File: config.mk
export PLATFORM = sky130hd
export DESIGN_NAME = pipeline_hazard_controller
export DESIGN_NICKNAME = d
export VERILOG_FILES = /design/src/rtl/pipeline_hazard_controller.sv
export SDC_FILE = /design/constraint.sdc
export NUM_CORES = 1
export LEC_CHECK = 0
export ABC_AREA = 1
export BUFFER_PORTS_ARGS = -buffer_cell sky130_fd_sc_hd__buf_4
export CORE_ASPECT_RATIO = 1.1
export CORE_MARGIN = 2
export CORE_UTILIZATION = 46
export CTS_BUF_LIST = sky130_fd_sc_hd__clkbuf_4 sky130_fd_sc_hd__clkbuf_8
export CTS_CLUSTER_SIZE = 25
export DETAILED_ROUTE_END_ITERATION = 12
export MAX_ROUTING_LAYER = met4
export PLACE_DENSITY = 0.7
export REMOVE_ABC_BUFFERS = 1
export SLEW_MARGIN = 30
export SYNTH_ARGS = -nofsm -noshare
export SYNTH_HDL_FRONTEND = slang
export SYNTH_SLANG_ARGS = --single-unit
File: constraint.sdc
create_clock -name clk -period 1.7 [get_ports clk]
set_input_delay 0.17 -clock clk [delete_from_list [all_inputs] [get_ports clk]]
set_output_delay 0.17 -clock clk [all_outputs]
set_load 0.03 [all_outputs]
File: src/rtl/pipeline_hazard_controller.sv
// Hazard and memory-wait controller for a five-stage pipeline: load-use/RAW stalls,
// branch flushes, data-memory freezes with timeout, and a saturating stall-cycle counter.
module pipeline_hazard_controller (
  input  logic        clk,
  input  logic        rst_n,
  input  logic        forwarding,
  input  logic [4:0]  rs_id,
  input  logic [4:0]  rt_id,
  input  logic        uses_rs_id,
  input  logic        uses_rt_id,
  input  logic        reg_write_idex,
  input  logic        mem_read_idex,
  input  logic [4:0]  writebackreg_idex,
  input  logic        reg_write_exmem,
  input  logic [4:0]  writebackreg_exmem,
  input  logic        branch_taken_ex,
  input  logic        dmem_req_mem,
  input  logic        dmem_ready,
  output logic        pc_write,
  output logic        ifid_write,
  output logic        idex_bubble,
  output logic        ifid_flush,
  output logic        freeze,
  output logic        mem_timeout,
  output logic [15:0] stall_count
);

  typedef enum logic [1:0] {StRun, StStall, StMemWait} state_e;

  state_e      state_q, state_d, ret_q, ret_d;
  logic [1:0]  cnt_q, cnt_d;
  logic [7:0]  wcnt_q, wcnt_d;
  logic        timeout_q, timeout_d;
  logic [15:0] stall_cnt_q, stall_cnt_d;

  logic       hit_ex, hit_mem, mem_busy;
  logic [1:0] need;

  assign hit_ex  = (writebackreg_idex != 5'd0) &&
                   ((uses_rs_id && (rs_id == writebackreg_idex)) ||
                    (uses_rt_id && (rt_id == writebackreg_idex)));
  assign hit_mem = (writebackreg_exmem != 5'd0) &&
                   ((uses_rs_id && (rs_id == writebackreg_exmem)) ||
                    (uses_rt_id && (rt_id == writebackreg_exmem)));
  assign mem_busy = dmem_req_mem && !dmem_ready;

  // Stall depth still owed by the ID instruction; WB is write-before-read so never counts.
  always_comb begin
    need = 2'd0;
    if (forwarding) begin
      if (mem_read_idex && reg_write_idex && hit_ex) need = 2'd1;
    end else if (reg_write_idex && hit_ex) begin
      need = 2'd2;
    end else if (reg_write_exmem && hit_mem) begin
      need = 2'd1;
    end
  end

  always_comb begin
    pc_write    = 1'b1;
    ifid_write  = 1'b1;
    idex_bubble = 1'b0;
    ifid_flush  = 1'b0;
    freeze      = 1'b0;
    state_d     = state_q;
    ret_d       = ret_q;
    cnt_d       = cnt_q;
    wcnt_d      = wcnt_q;

    unique case (state_q)
      StRun, StStall: begin
        if (mem_busy) begin
          freeze     = 1'b1;
          pc_write   = 1'b0;
          ifid_write = 1'b0;
          ret_d      = state_q;
          state_d    = StMemWait;
          wcnt_d     = 8'd1;
        end else if (branch_taken_ex) begin
          ifid_flush  = 1'b1;
          idex_bubble = 1'b1;
          state_d     = StRun;
          cnt_d       = 2'd0;
        end else if (state_q == StStall) begin
          pc_write    = 1'b0;
          ifid_write  = 1'b0;
          idex_bubble = 1'b1;
          cnt_d       = cnt_q - 2'd1;
          if (cnt_q == 2'd1) state_d = StRun;
        end else if (need != 2'd0) begin
          pc_write    = 1'b0;
          ifid_write  = 1'b0;
          idex_bubble = 1'b1;
          if (need == 2'd2) begin
            state_d = StStall;
            cnt_d   = need - 2'd1;
          end
        end
      end
      StMemWait: begin
        if (!dmem_ready) begin
          freeze     = 1'b1;
          pc_write   = 1'b0;
          ifid_write = 1'b0;
          if (wcnt_q != 8'hFF) wcnt_d = wcnt_q + 8'd1;
        end else if (branch_taken_ex) begin
          ifid_flush  = 1'b1;
          idex_bubble = 1'b1;
          state_d     = StRun;
          cnt_d       = 2'd0;
        end else begin
          state_d = ret_q;
        end
      end
      default: state_d = StRun;
    endcase

    // Outputs stay at their quiet values for the whole reset assertion.
    if (!rst_n) begin
      pc_write    = 1'b1;
      ifid_write  = 1'b1;
      idex_bubble = 1'b0;
      ifid_flush  = 1'b0;
      freeze      = 1'b0;
    end
  end

  assign timeout_d   = timeout_q || (wcnt_d == 8'hFF);
  assign stall_cnt_d = (!pc_write && (stall_cnt_q != 16'hFFFF)) ? stall_cnt_q + 16'd1
                                                                 : stall_cnt_q;

  always_ff @(posedge clk or negedge rst_n) begin
    if (!rst_n) begin
      state_q     <= StRun;
      ret_q       <= StRun;
      cnt_q       <= 2'd0;
      wcnt_q      <= 8'd0;
      timeout_q   <= 1'b0;
      stall_cnt_q <= 16'd0;
    end else begin
      state_q     <= state_d;
      ret_q       <= ret_d;
      cnt_q       <= cnt_d;
      wcnt_q      <= wcnt_d;
      timeout_q   <= timeout_d;
      stall_cnt_q <= stall_cnt_d;
    end
  end

  assign mem_timeout = timeout_q;
  assign stall_count = stall_cnt_q;

endmodule

==> summary.md <==
| Metric | Value |
|---|---|
| Status | `finished with violations` |
| Failing checks | `negative setup slack` |
| Simple-Gate Fraction of Synth Area | `39.3%` |
| Hold path endpoint | `wcnt_q[7]$_DFF_PN0_` |
| Num rows | `27` |
| Worst slack, placed | `-419 ps` |
| Slew @ Worst Pin | `399 ps` |
| Total CTS buffers | `5` |
| Clock share of power | `17.5%` |
| First-pass GRT wire length | `11,100 um` |
| Largest family of logic cells by synthesized area | `simple AND/OR/NAND/NOR gates` |
| Final setup violating endpoints | `21` |
| Die height | `79.3 um` |
| WP data arrival | `1710 ps` |
| Xor and xnor area share after synthesis | `6.28%` |
| Synth Cell Area | `2370 um2` |
| Combinational power share | `53.1%` |
| Post-synthesis mux area share | `0%` |
| Synth warn | `0` |
| Die area | `5740 um2` |
| GR Overflow Total | `0` |
| Chip width | `72.4 um` |
| Later-pin clock latency in the skew report | `280 ps` |
| TritonRoute pass-1 iters | `4` |
| Cell count after synthesis | `372` |
| Hold depth | `4` |
| Core box area | `5000 um2` |
| Clock transition at path regs | `60 ps` |
| Power Density | `1020 nW/um2` |
| # clock sinks | `31` |
| Flop2flop setup slack | `-50 ps` |
| Overall power | `3.78 mW` |
| Compound-cell area share of the yosys netlist | `8.24%` |
| Hold Startpoint | `dmem_ready` |
| Crit. End Element | `primary output` |
| Initial drt markers | `121` |
| Root buf cell | `clkbuf_8` |
| Design Area, Final | `3710 um2` |
| Required @ worst endpoint | `1530 ps` |
| Internal Power | `2.12 mW` |
| Vias | `2,711` |
| CTS tree | `yes` |
| IO Pins | `53` |
| Worst Path Max Fanout | `3` |
| Dpl cells | `498` |
| Final Routed Wirelength | `7250 um` |
| CP Launch Type | `primary input` |
| Buffers on Ports | `52` |
| Nets | `501` |
| Wire length per cell | `13.8 um` |
| Slew HR | `73.4%` |
| Initial antenna violation count | `0` |
| Leakage Power | `1.96 nW` |
| Adder-Cell Fraction of Synth Area | `2.64%` |
| Ant. Diodes | `0` |
| Period utilization | `111%` |
| RSZ-0062 raised after global routing | `yes` |
| H-tree depth | `2` |
| ANT nets after route | `0` |
| Max clock buf depth | `2` |
| Fmax | `0.532 GHz` |
| Remaining DRCs | `0` |
| Mapped Avg Cell Area | `6.37 um2` |
| Area Overhead vs Synth | `56.7%` |
| Clock Skews | `5.31 ps` |
| Largest net degree at the start of global routing | `32` |
| R2R cell count | `8` |
| Final hold viol count | `0` |
| Commonest non-fill, non-tap cell in the layout | `nand2_1` |
| DR vias/cell | `5.17` |
| Layout Cells excl Fill | `524` |
| Reg-to-Reg Start | `state_q[1]$_DFFE_PN0P_` |
| Peak supply drop | `486 uV` |
| Dpl cell area | `2960 um2` |
| Routability Congestion | `0.869` |
| Vias in the first global route | `2,600` |
| Hold Path Class | `primary input to register` |
| FF-to-FF End | `stall_count[3]$_DFFE_PN0P_` |
| Maxcap violations | `0` |
| Pins over their slew limit | `0` |
| Most frequent cells in the layout | `nand2_1, buf_4, inv_1` |
| Synthesized flop and latch total | `31` |
| Post-DP HPWL | `4680 um` |
| Layout cells sized above 1 | `41.8%` |
| Worst Path Class, Setup | `primary input to primary output` |
| Netlist cell types | `29` |
| Sequential power share | `29.4%` |
| Tmin final | `1880 ps` |
| Initial core utilization | `47.4%` |
| Post-synthesis sequential area ratio | `32.7%` |
| Worst Slack Setup Final | `-180 ps` |
| Psw | `1.66 mW` |
| Sw frac | `43.8%` |
| Total track usage | `25.1%` |
layout make-up:
cell class | count | area (um2)
repair buffers | 89 | 805
multi-input cells | 278 | 1700
well taps | 58 | 72.6
clock buffers | 7 | 96.3
clock inverters | 1 | 7.51
fillers | 377 | 1290
flip-flops and latches | 31 | 778
inverters | 60 | 253
logic make-up after synthesis:
| group | Yosys count |
|---|---|
| and+or+nand+nor | 220 |
| buffers and inverters | 63 |
| AOI/OAI and AO/OA | 36 |
| DFF | 31 |
| xor gates and xnor gates | 17 |
| adders and majority gates | 5 |
synthesized netlist by cell type:
cell,instances,area [um2]
nand2_2,4,25.0
o31ai_1,1,7.51
nand2_4,1,11.3
o21a_1,1,7.51
inv_1,56,210
dfrtp_1,31,776
inv_2,3,11.3
clkinv_1,1,3.75
buf_6,2,22.5
a21oi_1,7,35.0
xor2_1,11,96.3
nand3_2,1,10.0
nor3_1,7,35.0
and2_1,1,6.26
nor3b_1,1,7.51
nand3_1,24,120
xnor2_1,6,52.6
ha_1,5,62.6
nand4_1,6,37.5
o21ai_0,20,100
nand2_1,125,469
nor2_4,1,11.3
a22oi_1,1,7.51
o21ai_2,2,17.5
buf_4,1,7.51
nor2_2,1,6.26
o21ai_1,4,20.0
nor3_2,2,20.0
nor2_1,46,173
critical path: stages:
cell and delay [ps]:
buf_4 100, inv_2 40, nand2_1 40, nand2_1 70, nor2_1 90, nand3_1 100
nand2_2 120, nand3_4 90, nand2_4 90, ha_4 140, inv_4 40, nor3_4 180
inv_1 70, a21oi_2 140, nor2_1 60, buf_4 170
state kept, by name (all words and copies together), names as in the netlist:
signal / count
mem_timeout: 1
ret_q: 2
stall_count: 16
cnt_q: 2
state_q: 2
wcnt_q: 8
worst max-delay path by stage:
stage | end | startpoint
2_1_floorplan | stall_count[2]$_DFFE_PN0P_ | stall_count[0]$_DFFE_PN0P_
3_3_place_gp | stall_count[12]$_DFFE_PN0P_ | writebackreg_exmem[0]
3_5_place_dp | stall_count[3]$_DFFE_PN0P_ | writebackreg_exmem[0]
4_1_cts | idex_bubble | writebackreg_idex[0]
5_1_grt | idex_bubble | writebackreg_idex[1]
6_report | idex_bubble | rs_id[1]
stage by stage:
stage	util (%)	hold WS, ps	TNS [ps]
finish	74.2	235	-1660
detailed placement	59.2	236	-7270
global placement	59.2	233	-6110
floorplan	-	-126	-2180
CTS	67.2	234	-2640
global route	74.2	270	-4580
power by group through the flow:
| stage | sequential, mW | clock, mW | combinational, mW |
|---|---|---|---|
| after floorplan | 1.24 | 0 | 0.762 |
| after global placement | 1.11 | 0 | 1.45 |
| after detailed placement | 1.11 | 0 | 1.48 |
| after CTS | 1.10 | 0.673 | 1.72 |
| after global routing | 1.13 | 0.707 | 2.18 |
| final | 1.11 | 0.661 | 2.01 |
per-layer routing:
layer	track usage [%]	part of all wire (%)
met5	-	0
met4	7.41	3.4
met3	3.81	4.5
met2	46.1	54
met1	27.7	38
what timing repair did:
action,in CTS,in global routing
hold endpoints to repair,31,0
hold buffers,1,0
buffers inserted,15,4
pin swaps,16,31
cloned,1,0
gates resized for setup,56,102
endpoints found under the setup margin,21,27
Note: power is estimated with default switching activity, not from simulation.
